`src/rtl/cpu_trace_pkg.sv`:
```
// rtl/cpu_trace_pkg.sv - shared char constants and arbiter state encoding
package cpu_trace_pkg;

    localparam logic [7:0] CH_CARET = 8'h5E;
    localparam logic [7:0] CH_HASH  = 8'h23;
    localparam logic [7:0] CH_FILL  = 8'h00;

    typedef logic [1:0] arb_state_t;

    localparam arb_state_t ST_IDLE  = 2'd0;
    localparam arb_state_t ST_GRANT = 2'd1;
    localparam arb_state_t ST_DRAIN = 2'd2;

endpackage

```
`src/rtl/rr_pick.sv`:
```
// rtl/rr_pick.sv - combinational round-robin picker, first request at or after ptr
module rr_pick #(
    parameter int N_SRC = 2
) (
    input  logic [N_SRC-1:0] i_req,
    input  logic [2:0]       i_ptr,
    output logic [N_SRC-1:0] o_gnt,
    output logic [2:0]       o_gnt_idx,
    output logic             o_any
);

    localparam int IW = $clog2(N_SRC);

    logic [3:0] w_base;
    logic [3:0] w_idx;

    // Pointer is held modulo N_SRC so an out-of-range value still selects a real source.
    assign w_base = 4'(int'(i_ptr) % N_SRC);

    always_comb begin
        o_gnt     = '0;
        o_gnt_idx = '0;
        o_any     = 1'b0;
        w_idx     = '0;
        for (int k = 0; k < N_SRC; k++) begin
            w_idx = w_base + 4'(k);
            if (w_idx >= 4'(N_SRC)) begin
                w_idx = w_idx - 4'(N_SRC);
            end
            if (!o_any && i_req[w_idx[IW-1:0]]) begin
                o_any                 = 1'b1;
                o_gnt[w_idx[IW-1:0]]  = 1'b1;
                o_gnt_idx             = 3'(w_idx);
            end
        end
    end

endmodule

```
`src/rtl/trace_stream_arbiter.sv`:
```
// rtl/trace_stream_arbiter.sv - record-granular arbiter feeding one non-stallable checker char input
module trace_stream_arbiter
    import cpu_trace_pkg::*;
#(
    parameter int         N_SRC       = 2,
    parameter int         MAX_REC_LEN = 64,
    parameter logic [7:0] FILL_CHAR   = CH_FILL
) (
    input  logic                 clk,
    input  logic                 reset,
    input  logic [N_SRC-1:0]     src_valid,
    input  logic [8*N_SRC-1:0]   src_char,
    output logic [N_SRC-1:0]     src_ready,
    output logic [7:0]           out_char,
    output logic                 out_valid,
    output logic [2:0]           grant_id,
    output logic                 rec_abort,
    output logic [7:0]           abort_cnt
);

    localparam int             IW       = $clog2(N_SRC);
    localparam int             RLW      = $clog2(MAX_REC_LEN + 1);
    localparam logic [RLW-1:0] LEN_MAX  = RLW'(MAX_REC_LEN);
    localparam logic [2:0]     LAST_SRC = 3'(N_SRC - 1);

    arb_state_t       r_state;
    logic [2:0]       r_rr_ptr;
    logic [RLW-1:0]   r_rec_len;
    logic [7:0]       r_out_char;
    logic             r_out_valid;
    logic [2:0]       r_grant_id;
    logic             r_rec_abort;
    logic [7:0]       r_abort_cnt;

    logic [7:0]       w_chars [N_SRC];
    logic [N_SRC-1:0] w_caret_req;
    logic [N_SRC-1:0] w_pick_gnt;
    logic [2:0]       w_pick_idx;
    logic             w_pick_any;

    logic [IW-1:0]    w_g;
    logic             w_g_valid;
    logic [7:0]       w_g_char;
    logic [2:0]       w_g_next;

    logic [N_SRC-1:0] w_ready;
    logic             w_fwd;
    logic [7:0]       w_fwd_char;
    logic             w_abort;
    arb_state_t       w_nxt_state;
    logic [2:0]       w_nxt_grant;
    logic [2:0]       w_nxt_ptr;
    logic [RLW-1:0]   w_nxt_len;

    for (genvar i = 0; i < N_SRC; i++) begin : g_src
        assign w_chars[i]     = src_char[8*i +: 8];
        assign w_caret_req[i] = src_valid[i] && (w_chars[i] == CH_CARET);
    end

    rr_pick #(
        .N_SRC (N_SRC)
    ) u_rr_pick (
        .i_req     (w_caret_req),
        .i_ptr     (r_rr_ptr),
        .o_gnt     (w_pick_gnt),
        .o_gnt_idx (w_pick_idx),
        .o_any     (w_pick_any)
    );

    assign w_g       = r_grant_id[IW-1:0];
    assign w_g_valid = src_valid[w_g];
    assign w_g_char  = w_chars[w_g];
    assign w_g_next  = (r_grant_id == LAST_SRC) ? 3'd0 : r_grant_id + 3'd1;

    always_comb begin
        w_ready     = '0;
        w_fwd       = 1'b0;
        w_fwd_char  = FILL_CHAR;
        w_abort     = 1'b0;
        w_nxt_state = r_state;
        w_nxt_grant = r_grant_id;
        w_nxt_ptr   = r_rr_ptr;
        w_nxt_len   = r_rec_len;
        case (r_state)
            ST_IDLE: begin
                // Non-record heads are swallowed so a stray byte cannot block a source forever.
                for (int i = 0; i < N_SRC; i++) begin
                    w_ready[i] = src_valid[i] && (w_chars[i] != CH_CARET);
                end
                w_ready = w_ready | w_pick_gnt;
                if (w_pick_any) begin
                    w_fwd       = 1'b1;
                    w_fwd_char  = CH_CARET;
                    w_nxt_grant = w_pick_idx;
                    w_nxt_len   = RLW'(1);
                    w_nxt_state = ST_GRANT;
                end
            end
            ST_GRANT: begin
                w_ready[w_g] = 1'b1;
                if (!w_g_valid) begin
                    w_abort     = 1'b1;
                    w_nxt_state = ST_DRAIN;
                end else if ((r_rec_len == LEN_MAX) && (w_g_char != CH_HASH)) begin
                    // Overlong char is consumed but never reaches the checker.
                    w_abort     = 1'b1;
                    w_nxt_state = ST_DRAIN;
                end else begin
                    w_fwd      = 1'b1;
                    w_fwd_char = w_g_char;
                    w_nxt_len  = r_rec_len + RLW'(1);
                    if (w_g_char == CH_HASH) begin
                        w_nxt_state = ST_IDLE;
                        w_nxt_ptr   = w_g_next;
                    end
                end
            end
            ST_DRAIN: begin
                if (w_g_valid && (w_g_char == CH_CARET)) begin
                    // Leave the new record's '^' in place so it competes in IDLE.
                    w_nxt_state = ST_IDLE;
                    w_nxt_ptr   = w_g_next;
                end else begin
                    w_ready[w_g] = 1'b1;
                    if (w_g_valid && (w_g_char == CH_HASH)) begin
                        w_nxt_state = ST_IDLE;
                        w_nxt_ptr   = w_g_next;
                    end
                end
            end
            default: begin
                w_nxt_state = ST_IDLE;
            end
        endcase
    end

    always_ff @(posedge clk or negedge reset) begin
        if (!reset) begin
            r_state     <= ST_IDLE;
            r_rr_ptr    <= 3'd0;
            r_rec_len   <= '0;
            r_out_char  <= FILL_CHAR;
            r_out_valid <= 1'b0;
            r_grant_id  <= 3'd0;
            r_rec_abort <= 1'b0;
            r_abort_cnt <= 8'd0;
        end else begin
            r_state     <= w_nxt_state;
            r_rr_ptr    <= w_nxt_ptr;
            r_rec_len   <= w_nxt_len;
            r_grant_id  <= w_nxt_grant;
            r_out_char  <= w_fwd ? w_fwd_char : FILL_CHAR;
            r_out_valid <= w_fwd;
            r_rec_abort <= w_abort;
            if (w_abort && (r_abort_cnt != 8'hFF)) begin
                r_abort_cnt <= r_abort_cnt + 8'd1;
            end
        end
    end

    assign src_ready = w_ready;
    assign out_char  = r_out_char;
    assign out_valid = r_out_valid;
    assign grant_id  = r_grant_id;
    assign rec_abort = r_rec_abort;
    assign abort_cnt = r_abort_cnt;

endmodule

```
`config.mk`:
```
export PLATFORM = sky130hd
export DESIGN_NAME = trace_stream_arbiter
export DESIGN_NICKNAME = d
export VERILOG_FILES = /design/src/rtl/cpu_trace_pkg.sv /design/src/rtl/rr_pick.sv /design/src/rtl/trace_stream_arbiter.sv
export SDC_FILE = /design/constraint.sdc
export NUM_CORES = 1
export LEC_CHECK = 0
export CAP_MARGIN = 25
export CORE_MARGIN = 2
export CORE_UTILIZATION = 35
export CTS_BUF_LIST = sky130_fd_sc_hd__clkbuf_4 sky130_fd_sc_hd__clkbuf_8
export CTS_CLUSTER_SIZE = 8
export DETAILED_ROUTE_END_ITERATION = 6
export RECOVER_POWER = 50
export SLEW_MARGIN = 15
export SYNTH_ARGS = -nofsm -noshare
export SYNTH_HDL_FRONTEND = slang
export SYNTH_SLANG_ARGS = --single-unit
```
`constraint.sdc`:
```
create_clock -name clk -period 3.17 [get_ports clk]
set_clock_uncertainty 0.15 [all_clocks]
set_input_delay 0.4755 -clock clk [delete_from_list [all_inputs] [get_ports clk]]
set_output_delay 0.4755 -clock clk [all_outputs]
set_load 0.05 [all_outputs]
```
==> out/results.ini <==
[outcome]
status=finished with violations
violations=max-capacitance violations, max-slew violations

[yosys]
yosysTopAreaCellShare_pct=43.9
synthTopCellsByCount=dfrtp_1 (29), nand2_1 (24), mux2i_1 (10), nand3_1 (10), o21ai_1 (8)
netlist_area_sq_um=1650
synthCells=168
ys_warn_count=0
synth_area_leaders=dfrtp_1 (44%), mux2i_1 (6.1%), nand2_1 (5.4%)
synth-edff-count=0
synth.distinct_cells=44
ys_seq_elements=29
synth_area_leader_cell=dfrtp_1
async_reset_ff_share_pct=100
synth.avg_cell_area_sq_um=9.85
synth_ff_type=dfrtp_1
synthMostInstantiatedCell=dfrtp_1
synth_seq_area_share_pct=43.9

[power]
pwr_density_cell_nw_per_um2=379
total_power_uw=828
ir_worst_vdd_mv=0.205
p_leak_uw=0.000961

[placed_design]
dp_hpwl_mm=2.99
place_ws_ps=276
gp_congestion=0.886
numPortBuffers=40

[sta]
finalHoldWorstSlack_ps=340
finalHoldViolations=0
setup_ws_ps=312
setup_tns_ps=0
max_slew_margin_pct=-2.72
fin_crit_ps=2860
setup_viol=0
drv_slew=30
max_freq_ghz=0.350
worst_pin_slew_ps=1540
fin_crit_sh_pct=90.2
grt_setup_unrepaired=false

[worst_setup_path]
crit_required_ps=2540
slowest_stage=clkdlybuf4s50_1
crit_top_cell=and4_1
path_class=in -> out
end_kind=primary output
path_max_fanout=5
crit_path_cell_trace=clkdlybuf4s50_1 > nor4bb_1 > and4_1 > and4_1 > o22ai_1 > buf_4
cp_data_arrival_time_ps=2230
crit_path_start_kind=primary input
slowest_delay_ps=520

[cells_and_area]
antenna_cells=0
fin_util_pct=47.2
fin_nets=233
area_growth_pct=32.1
fill_cells=451
layout-drive-gt1-share_pct=7.58

[floorplanning]
core-area_sq_um=4630
dieArea_sq_um=5290
fp.dieW_microns=72.7
start_util_pct=35.7
rows=25
die_h_microns=72.7
ioPinCount=43

[routing]
wl_per_cell_microns=15.0
firstDrtPassIters=5
num_vias=1406
wl_mm=3.97
drc=0
avgViaCountPerCell=5.31
drt_iter0_drc=77
postRouteAntennaNets=0

[global_routing]
grt_use_total_pct=16.4
grt_pass1_vias=1376
grt_overflow_total=0
grt_max_degree=30
grt_pass1_wl_mm=6.46
antenna_found_initial=0

[clock_network]
cts_tree=yes
cts_setup_buffers=0
cts_buffer_depth=2
clk_pin_slew_worst_paths_ps=60
insertion_delay_ps=280
cts_buffers=5
cts_root_buffer=clkbuf_8
clkSinkCount=29
htree_num_levels=2

[run]
maxCapViolations=1

[worst_hold_path]
hold_path.class=reg -> reg

==> repair_timing <==
action | in CTS | in global routing
setup endpoints to repair | 0 | 1
resized for setup | 0 | 1
hold buffers | 0 | 0
==> worst max-delay path, delay by kind of cell <==
kind | cells | cell delay [ps]
simple gates | 3 | 960
buf+inv | 2 | 720
compound gates | 1 | 80
==> per-layer routing <==
layer / part of all wire (%) / global-route usage [%]
met2: 47 / 25.8
met1: 44 / 20.2
met5: 0 / 0
met4: 2.3 / 7.82
met3: 6.0 / 5.39
==> sequential cells by signal (all words and copies together), names as in the netlist <==
name	cells
abort_cnt	8
out_char	8
r_rec_len	7
r_state	2
grant_id	1
out_valid	1
r_rr_ptr	1
rec_abort	1
==> layout by cell type, fill, tap and decap left out, drive strengths merged, types with 5 or more instances in the layout <==
master         instances
and3                   5
clkbuf                 8
clkdlybuf4s50         28
dfrtp                 29
dlygate4sd3           10
inv                    7
mux2i                 10
nand2                 24
nand3                 10
nor2                   6
o21ai                 12
xnor2                  6
==> layout make-up <==
cell class | count | area, sq um | area share [%]
Clock buffer | 7 | 96.3 | 4.41
Clock inverter | 1 | 5.00 | 0.229
Inverter | 7 | 26.3 | 1.20
Multi-Input combinational cell | 125 | 858 | 39.3
Sequential cell | 29 | 726 | 33.2
Tap cell | 54 | 67.6 | 3.09
Timing Repair Buffer | 42 | 407 | 18.6
==> through the flow <==
stage,std cells,cell area (sq um)
after floorplan,169,1660
after global placement,257,2080
after detailed placement,257,2080
after CTS,265,2180
after global routing,265,2190
final,265,2190
==> path summary, 6_finish.rpt <==
kind                              start            to  slack [ps]  cells past startpoint
setup / recovery           src_char[14]  src_ready[0]         310                      6
hold / removal             r_rec_len[6]  r_rec_len[6]         340                      1
setup reg to reg            grant_id[0]  r_rec_len[0]         610                      5
hold reg to reg            r_rec_len[6]  r_rec_len[6]         340                      1
max in group asynchronous         reset   grant_id[0]        1010                      2
min in group asynchronous         reset   out_char[7]         960                      2
==> cells by family (layout without fill, tap and decap cells) <==
family          Yosys count  after routing  share of synthesized area, %
buf+inv                  15             57                          4.84
other cells               1              2                         0.227
mux                      12             12                          7.64
fa+ha+maj                 3              3                          2.27
flops                    29             29                          43.9
compound gates           34             34                          14.6
simple gates             67             67                          22.8
xor+xnor                  7              7                          3.71
==> where the power goes <==
part | internal [uW] | total (uW) | switching [uW]
clock | 196 | 332 | 136
combinational | 47.8 | 110 | 62.5
sequential | 377 | 386 | 9.38
(Power assumes the default switching activity.)
